File: src/rtl/pixel_fifo_pkg.sv
// pixel_fifo_pkg: shared types and constants for the pixel FIFO.
// Entry layout is {source, mode, proc_val, data}.
package pixel_fifo_pkg;

  localparam int DEFAULT_DW = 32;

  localparam logic [1:0] MODE_PASS  = 2'd0;
  localparam logic [1:0] MODE_SCALE = 2'd1;
  localparam logic [1:0] MODE_BLEND = 2'd2;
  localparam logic [1:0] MODE_MASK  = 2'd3;

  typedef struct packed {
    logic       source;
    logic [1:0] mode;
    logic [7:0] proc_val;
  } tag_t;

  typedef struct packed {
    logic                  source;
    logic [1:0]            mode;
    logic [7:0]            proc_val;
    logic [DEFAULT_DW-1:0] data;
  } entry_t;

endpackage

File: src/rtl/pixel_fifo_if.sv
// pixel_fifo_if: arbiter write strobe plus master-side head handshake.
// slave = FIFO view, master = arbiter/consumer view.
interface pixel_fifo_if #(
  parameter int DW = 32
);

  logic          slvx_data_valid;
  logic [DW-1:0] slvx_data;
  logic [1:0]    slvx_mode;
  logic [7:0]    slvx_proc_val;
  logic          data_source;
  logic          fifo_full;

  logic          mstr_valid;
  logic          mstr_ready;
  logic [DW-1:0] mstr_data;
  logic [1:0]    mstr_mode;
  logic [7:0]    mstr_proc_val;
  logic          mstr_source;

  modport slave (
    input  slvx_data_valid,
    input  slvx_data,
    input  slvx_mode,
    input  slvx_proc_val,
    input  data_source,
    output fifo_full,
    output mstr_valid,
    input  mstr_ready,
    output mstr_data,
    output mstr_mode,
    output mstr_proc_val,
    output mstr_source
  );

  modport master (
    output slvx_data_valid,
    output slvx_data,
    output slvx_mode,
    output slvx_proc_val,
    output data_source,
    input  fifo_full,
    input  mstr_valid,
    output mstr_ready,
    input  mstr_data,
    input  mstr_mode,
    input  mstr_proc_val,
    input  mstr_source
  );

endinterface

File: src/rtl/pixel_fifo_mem.sv
// pixel_fifo_mem: 1W/1R storage, async read, contents never reset.
// Read data follows raddr combinationally for fall-through heads.
module pixel_fifo_mem #(
  parameter int W     = 43,
  parameter int DEPTH = 16,
  parameter int AW    = $clog2(DEPTH)
) (
  input  logic          clk,
  input  logic          we,
  input  logic [AW-1:0] waddr,
  input  logic [W-1:0]  wdata,
  input  logic [AW-1:0] raddr,
  output logic [W-1:0]  rdata
);

  logic [W-1:0] mem [DEPTH];

  // write port, no reset on the array
  always_ff @(posedge clk) begin
    if (we) begin
      mem[waddr] <= wdata;
    end
  end

  assign rdata = mem[raddr];

endmodule

File: src/rtl/pixel_fifo.sv
// pixel_fifo: FWFT pixel FIFO with frame-complete pulse and overflow flag.
// Optional almost_full output under PIXEL_FIFO_ALMOST_FULL_EN.
module pixel_fifo
  import pixel_fifo_pkg::*;
#(
  parameter int DW    = DEFAULT_DW,
  parameter int DEPTH = 16
) (
  input  logic                   clk,
  input  logic                   rst_n,
  pixel_fifo_if.slave            bus,
  input  logic [15:0]            frame_len,
  output logic [$clog2(DEPTH):0] fifo_count,
  output logic                   mstr0_cmplt,
`ifdef PIXEL_FIFO_ALMOST_FULL_EN
  output logic                   almost_full,
`endif
  output logic                   overflow_err
);

  localparam int AW = $clog2(DEPTH);
  localparam int CW = AW + 1;
  localparam int TW = $bits(tag_t);
  localparam int EW = TW + DW;

  localparam logic [AW:0]   PTR_ONE = (AW+1)'(1);
  localparam logic [CW-1:0] CNT_ONE = CW'(1);
  localparam logic [CW-1:0] CNT_MAX = CW'(DEPTH);

  logic [AW:0]   wr_ptr;
  logic [AW:0]   rd_ptr;
  logic [CW-1:0] count;
  logic [15:0]   fcnt;
  logic          cmplt_q;
  logic          ovf_q;

  logic          full;
  logic          empty;
  logic          push;
  logic          pop;
  logic          drop;
  logic          frame_on;
  logic          frame_end;

  tag_t          wr_tag;
  tag_t          rd_tag;
  logic [DW-1:0] rd_data;
  logic [EW-1:0] wr_word;
  logic [EW-1:0] rd_word;

  assign full  = (count == CNT_MAX);
  assign empty = (count == '0);
  assign push  = bus.slvx_data_valid & ~full;
  assign drop  = bus.slvx_data_valid & full;
  assign pop   = ~empty & bus.mstr_ready;

  assign frame_on  = (frame_len != 16'd0);
  assign frame_end = pop & frame_on &
                     (fcnt == frame_len - 16'd1);

  assign wr_tag.source   = bus.data_source;
  assign wr_tag.mode     = bus.slvx_mode;
  assign wr_tag.proc_val = bus.slvx_proc_val;
  assign wr_word         = {wr_tag, bus.slvx_data};

  pixel_fifo_mem #(
    .W     (EW),
    .DEPTH (DEPTH),
    .AW    (AW)
  ) u_mem (
    .clk   (clk),
    .we    (push),
    .waddr (wr_ptr[AW-1:0]),
    .wdata (wr_word),
    .raddr (rd_ptr[AW-1:0]),
    .rdata (rd_word)
  );

  assign {rd_tag, rd_data} = rd_word;

  // pointers advance on accepted push/pop; extra MSB wraps freely
  always_ff @(posedge clk or negedge rst_n) begin
    if (!rst_n) begin
      wr_ptr <= '0;
      rd_ptr <= '0;
    end else begin
      if (push) wr_ptr <= wr_ptr + PTR_ONE;
      if (pop)  rd_ptr <= rd_ptr + PTR_ONE;
    end
  end

  // occupancy: push and pop together leave it unchanged
  always_ff @(posedge clk or negedge rst_n) begin
    if (!rst_n) begin
      count <= '0;
    end else begin
      unique case ({push, pop})
        2'b10:   count <= count + CNT_ONE;
        2'b01:   count <= count - CNT_ONE;
        default: count <= count;
      endcase
    end
  end

  // frame counter and one-cycle completion pulse
  always_ff @(posedge clk or negedge rst_n) begin
    if (!rst_n) begin
      fcnt    <= '0;
      cmplt_q <= 1'b0;
    end else begin
      cmplt_q <= frame_end;
      if (!frame_on) begin
        fcnt <= '0;
      end else if (frame_end) begin
        fcnt <= '0;
      end else if (pop) begin
        fcnt <= fcnt + 16'd1;
      end
    end
  end

  // sticky flag for any write dropped while full
  always_ff @(posedge clk or negedge rst_n) begin
    if (!rst_n) begin
      ovf_q <= 1'b0;
    end else if (drop) begin
      ovf_q <= 1'b1;
    end
  end

  assign bus.fifo_full     = full;
  assign bus.mstr_valid    = ~empty;
  assign bus.mstr_data     = empty ? '0 : rd_data;
  assign bus.mstr_mode     = empty ? '0 : rd_tag.mode;
  assign bus.mstr_proc_val = empty ? '0 : rd_tag.proc_val;
  assign bus.mstr_source   = empty ? 1'b0 : rd_tag.source;

  assign fifo_count   = count;
  assign mstr0_cmplt  = cmplt_q;
  assign overflow_err = ovf_q;

`ifdef PIXEL_FIFO_ALMOST_FULL_EN
  assign almost_full = (count >= CW'(DEPTH - 2));
`endif

endmodule

File: src/flat_wrapper.sv
// flat-port wrapper written by rule: the top's interface ports become plain ports
module pixel_fifo_flat import pixel_fifo_pkg::*;
#(
  parameter int DW    = DEFAULT_DW,
  parameter int DEPTH = 16
)
  (clk, rst_n, frame_len, fifo_count, mstr0_cmplt, overflow_err, bus_slvx_data_valid, bus_slvx_data, bus_slvx_mode, bus_slvx_proc_val, bus_data_source, bus_fifo_full, bus_mstr_valid, bus_mstr_ready, bus_mstr_data, bus_mstr_mode, bus_mstr_proc_val, bus_mstr_source);
  pixel_fifo_if #(.DW(DW)) bus_i ();
  input  logic clk;
  input  logic rst_n;
  input  logic [15:0] frame_len;
  output logic [$clog2(DEPTH):0] fifo_count;
  output logic mstr0_cmplt;
  output logic overflow_err;
  input wire logic [$bits(bus_i.slvx_data_valid)-1:0] bus_slvx_data_valid;
  input wire logic [$bits(bus_i.slvx_data)-1:0] bus_slvx_data;
  input wire logic [$bits(bus_i.slvx_mode)-1:0] bus_slvx_mode;
  input wire logic [$bits(bus_i.slvx_proc_val)-1:0] bus_slvx_proc_val;
  input wire logic [$bits(bus_i.data_source)-1:0] bus_data_source;
  output wire logic [$bits(bus_i.fifo_full)-1:0] bus_fifo_full;
  output wire logic [$bits(bus_i.mstr_valid)-1:0] bus_mstr_valid;
  input wire logic [$bits(bus_i.mstr_ready)-1:0] bus_mstr_ready;
  output wire logic [$bits(bus_i.mstr_data)-1:0] bus_mstr_data;
  output wire logic [$bits(bus_i.mstr_mode)-1:0] bus_mstr_mode;
  output wire logic [$bits(bus_i.mstr_proc_val)-1:0] bus_mstr_proc_val;
  output wire logic [$bits(bus_i.mstr_source)-1:0] bus_mstr_source;
  assign bus_i.slvx_data_valid = bus_slvx_data_valid;
  assign bus_i.slvx_data = bus_slvx_data;
  assign bus_i.slvx_mode = bus_slvx_mode;
  assign bus_i.slvx_proc_val = bus_slvx_proc_val;
  assign bus_i.data_source = bus_data_source;
  assign bus_fifo_full = bus_i.fifo_full;
  assign bus_mstr_valid = bus_i.mstr_valid;
  assign bus_i.mstr_ready = bus_mstr_ready;
  assign bus_mstr_data = bus_i.mstr_data;
  assign bus_mstr_mode = bus_i.mstr_mode;
  assign bus_mstr_proc_val = bus_i.mstr_proc_val;
  assign bus_mstr_source = bus_i.mstr_source;
  pixel_fifo #(.DW(DW), .DEPTH(DEPTH)) u_core (.clk(clk), .rst_n(rst_n), .bus(bus_i), .frame_len(frame_len), .fifo_count(fifo_count), .mstr0_cmplt(mstr0_cmplt), .overflow_err(overflow_err));
endmodule
File: config.mk
export PLATFORM = sky130hd
export DESIGN_NAME = pixel_fifo_flat
export DESIGN_NICKNAME = d
export VERILOG_FILES = /design/src/rtl/pixel_fifo_pkg.sv /design/src/rtl/pixel_fifo_if.sv /design/src/rtl/pixel_fifo_mem.sv /design/src/rtl/pixel_fifo.sv /design/src/flat_wrapper.sv
export SDC_FILE = /design/constraint.sdc
export NUM_CORES = 1
export LEC_CHECK = 0
export BUFFER_PORTS_ARGS = -buffer_cell sky130_fd_sc_hd__buf_2
export CAP_MARGIN = 40
export CORE_MARGIN = 10
export CORE_UTILIZATION = 60
export DETAILED_ROUTE_END_ITERATION = 10
export PLACE_DENSITY_LB_ADDON = 0.15
export SETUP_SLACK_MARGIN = 0.1
export SLEW_MARGIN = 10
export SYNTH_ARGS = -nofsm -noshare
export SYNTH_HDL_FRONTEND = slang
export SYNTH_SLANG_ARGS = --single-unit
File: constraint.sdc
create_clock -name clk -period 7 [get_ports clk]
set_clock_uncertainty 0.1 [all_clocks]
set_input_delay 0.35 -clock clk [delete_from_list [all_inputs] [get_ports clk]]
set_output_delay 0.35 -clock clk [all_outputs]
set_load 0.05 [all_outputs]
==> impl_results.rst <==
.. list-table::
   :header-rows: 1

   * - Metric
     - Value
   * - Number of CTS-inserted buffers
     - roughly 70
   * - Number of design-rule violations left by the first detailed-router iteration
     - ~1400
   * - Via count
     - 13900
   * - Weighted congestion reported at the end of routability-driven placement
     - 0.817
   * - Critical path endpoint category
     - primary output
   * - Worst Slack Setup Final
     - 2970 ps
   * - Status
     - finished clean
   * - Adder-cell area share of the yosys netlist
     - 0.00550
   * - Footprint of the flip-flops and latches
     - 21400 µm²
   * - Antenna violations before repair
     - 3
   * - Setup repair after global routing missed its margin
     - no
   * - Die height
     - between 200 and 250 µm
   * - CTS resizes
     - 0
   * - Fraction of final layout cells sized beyond drive strength 1
     - 0.324
   * - Relative area change from synthesis to final layout
     - 14.0%
   * - Share of Yosys cell area claimed by the top area cell type
     - 0.720
   * - Number of flops mapped to enable cells by yosys
     - 688
   * - TritonCTS clock tree
     - yes
   * - Post-synthesis async set-or-reset flop share
     - 0.0431
   * - Area of the die
     - roughly 57000 µm²
   * - Post-synthesis share of cell area spent on xor and xnor gates
     - 0.00947
   * - Maximum root-to-sink buffer count
     - 3
   * - Transition at the pin with the smallest max-transition slack
     - 872 ps
   * - Max-cap violations
     - 0
   * - Netlist cell types
     - 55
   * - Clock sink total
     - 719
   * - Share of the synthesized area in compound gates (AO/OA/AOI/OAI)
     - 0.0176
   * - Source-to-sink clock delay at the later pin of the worst-skew pair
     - about 600 ps
   * - Largest net degree at the start of global routing
     - between 60 and 70
   * - Number of nets in the layout
     - 1566
   * - Synth Warn #
     - 0
   * - Horizontal die dimension
     - 239 µm
   * - Final total negative setup slack
     - 0 ps
   * - Final period demand of the worst path
     - 4030 ps
   * - Fmax achieved
     - 248 MHz
   * - CTS root buf
     - sky130_fd_sc_hd__clkbuf_16
   * - Total design power
     - 13.8 mW
   * - DRC violations left
     - 0
   * - Area of the core
     - 47500 µm²
   * - Kind of critical path
     - reg2out
   * - Dominant combinational cell family by area after synthesis
     - multiplexers
   * - Relative slew margins
     - 0.419
   * - Average cell area after synthesis
     - 21.8 µm²
   * - Row cnt
     - 80
   * - Most area-hungry cell type in the Yosys netlist
     - sky130_fd_sc_hd__edfxtp_1
   * - Worst setup timing slack at the placement stage
     - 3100 ps
   * - Mux cell area share after synthesis
     - 0.169
   * - Count of boundary I/O pins
     - 115
   * - Total GRT Usage
     - 0.222
   * - Ys flop type
     - sky130_fd_sc_hd__edfxtp_1
   * - Minimum setup slack among reg-to-reg paths
     - 3230 ps
   * - Detailed Routing Iterations Pass 1
     - 5
   * - Top cells by instance count after synthesis
     - 688 x sky130_fd_sc_hd__edfxtp_1, 215 x sky130_fd_sc_hd__mux4_2, 53 x sky130_fd_sc_hd__clkbuf_1
   * - Synth Area in Simple Gates
     - 0.0391
   * - Final setup violating endpoints
     - 0
   * - Drt wl/cell
     - 28.4 µm
   * - Post-synth net total
     - between 1000 and 1500
   * - Power density of the placed cells
     - 423 nW/µm²
   * - Top area cells in the synthesized netlist
     - sky130_fd_sc_hd__edfxtp_1 72%, sky130_fd_sc_hd__mux4_2 17%, sky130_fd_sc_hd__dfrtp_1 2.7%
   * - Share of synthesized area occupied by flip-flops and latches
     - 0.747
   * - Via count of the first global-routing pass
     - 14400
   * - Max Slew Vio Count
     - 0
   * - HPWL Detailed
     - roughly 32 mm
   * - Leakage Power
     - 10.6 nW
   * - Combined area of the multi-input logic cells
     - 7020 µm²
   * - Clock-pin slew of the registers on the worst-case setup and hold paths
     - 60 ps
   * - Post-Route WL
     - 61.5 mm
   * - Worst vdd rail ir drop
     - 0.362 mV
   * - CP Data Required Time
     - roughly 6600 ps
   * - Drt via density
     - 6.43
   * - Kind of start point of the critical path
     - register
   * - DRT antenna net count
     - 0
   * - Worst hold path class
     - in2reg
   * - Wire length of the first global-routing pass
     - 93.1 mm
   * - Maximum fanout encountered on the critical timing path
     - 66
   * - Hold Worst Slack
     - 23.9 ps
   * - Portion of the clock cycle consumed by the worst path in the final layout
     - 0.576
   * - Fillers
     - 2879
   * - Gr ovfl total
     - 0
   * - Post-synthesis instance area
     - 28700 µm²
   * - Gate count after technology mapping
     - ~1300
   * - H-tree depth reported by CTS
     - 3
   * - Number of hold violations in the final report
     - 0
   * - Starting Density
     - 0.603
   * - CP arrival
     - 3580 ps
   * - Flip-flop and latch count after synthesis
     - 719
   * - Total of buffers placed on input and output ports
     - 114
   * - Most repeated cell in the gate-level netlist after synthesis
     - sky130_fd_sc_hd__edfxtp_1
-- cell usage in the layout, fill, tap and decap left out, types with 4 or more instances in the layout --
master and instances:
sky130_fd_sc_hd__mux4_2 215, sky130_fd_sc_hd__and2_1 4, sky130_fd_sc_hd__nand2_1 29, sky130_fd_sc_hd__a221oi_2 9, sky130_fd_sc_hd__buf_4 28, sky130_fd_sc_hd__nor2_1 10
sky130_fd_sc_hd__dlygate4sd3_1 22, sky130_fd_sc_hd__edfxtp_1 688, sky130_fd_sc_hd__nor4_1 10, sky130_fd_sc_hd__nor3b_1 13, sky130_fd_sc_hd__clkinv_1 16, sky130_fd_sc_hd__o21ai_0 13
sky130_fd_sc_hd__clkinv_2 12, sky130_fd_sc_hd__buf_2 114, sky130_fd_sc_hd__and3_1 14, sky130_fd_sc_hd__nor2_4 13, sky130_fd_sc_hd__inv_1 15, sky130_fd_sc_hd__clkbuf_1 22
sky130_fd_sc_hd__xor2_1 13, sky130_fd_sc_hd__buf_16 4, sky130_fd_sc_hd__ha_1 11, sky130_fd_sc_hd__nand4_1 7, sky130_fd_sc_hd__o21ai_1 6, sky130_fd_sc_hd__or2_2 4
sky130_fd_sc_hd__clkbuf_16 76, sky130_fd_sc_hd__nand3_1 9, sky130_fd_sc_hd__nor3_1 11, sky130_fd_sc_hd__nor3_2 5, sky130_fd_sc_hd__nor2b_1 43, sky130_fd_sc_hd__or3_1 7
sky130_fd_sc_hd__xnor2_1 18, sky130_fd_sc_hd__dfrtp_1 27
-- timing repair --
item	CTS	global route
buffers inserted	0	0
hold buffers	22	0
setup endpoints to repair	0	0
endpoints found under the hold margin	262	0
-- sequential cells by signal, summed over array words and instances (netlist names) --
| name | flops |
|---|---|
| u_core.mstr0_cmplt | 1 |
| u_core.u_mem.mem | 688 |
| u_core.rd_ptr | 4 |
| u_core.overflow_err | 1 |
| u_core.fifo_count | 5 |
| u_core.fcnt | 16 |
| u_core.wr_ptr | 4 |
-- report_power, final --
group	leakage [nW]	internal (mW)	switching, mW
Sequential	6.60	5.19	0.271
Combinational	2.93	1.89	2.83
Clock	1.09	2.10	1.54
-- final timing paths --
path                                      start                       to  cells after the start
setup / recovery               u_core.rd_ptr[0]         bus_mstr_data[5]                      6
hold / removal                bus_slvx_data[17]  u_core.u_mem.mem[5][17]                      1
setup reg to reg           u_core.fifo_count[1]     u_core.fifo_count[4]                     12
hold reg to reg             u_core.overflow_err      u_core.overflow_err                      1
max in group asynchronous                 rst_n         u_core.rd_ptr[0]                      2
min in group asynchronous                 rst_n     u_core.fifo_count[4]                      2
-- through the flow --
step / instance area [µm²] / utilization / std cells
after floorplan: 28700 / - / 1318
after global placement: 30100 / 0.633 / 2004
after detailed placement: 30200 / 0.636 / 2010
after CTS: 32700 / 0.687 / 2164
after global routing: 32700 / 0.687 / 2164
final: 32700 / 0.687 / 2165
-- critical path, cell delays in order, from the launching register on --
cell and delay (ps):
sky130_fd_sc_hd__dfrtp_4 550, sky130_fd_sc_hd__buf_16 310, sky130_fd_sc_hd__buf_12 470, sky130_fd_sc_hd__mux4_2 590, sky130_fd_sc_hd__mux4_2 520, sky130_fd_sc_hd__nor2b_1 170, sky130_fd_sc_hd__buf_2 260
-- area by class of cell --
| class | count | area share |
|---|---|---|
| Clock inverter | 34 | 0.00746 |
| Inverter | 15 | 0.00172 |
| Timing Repair Buffer | 171 | 0.0356 |
| Tap cell | 615 | 0.0235 |
| Clock buffer | 98 | 0.0607 |
| Multi-Input combinational cell | 512 | 0.215 |
| Sequential cell | 719 | 0.656 |
| Antenna cell | 1 | 0.0000766 |
-- per-layer routing --
layer | share of wire | global-route usage | up-vias | routed length, µm
met5 | 0.00075 | 0 | - | 46
li1 | - | - | 5892 | -
met3 | 0.066 | 0.0426 | 84 | 4070
met4 | 0.017 | 0.0631 | 6 | 1060
met1 | 0.42 | 0.306 | 7436 | 25600
met2 | 0.50 | 0.359 | 503 | 30800
-- logic make-up after synthesis --
| kind of cell | after synthesis |
|---|---|
| fa+ha+maj | 12 |
| simple gates | 195 |
| mux | 215 |
| flops | 719 |
| xor+xnor | 31 |
| buf+inv | 87 |
| compound gates | 59 |
Note: power is estimated with default switching activity, not from simulation.
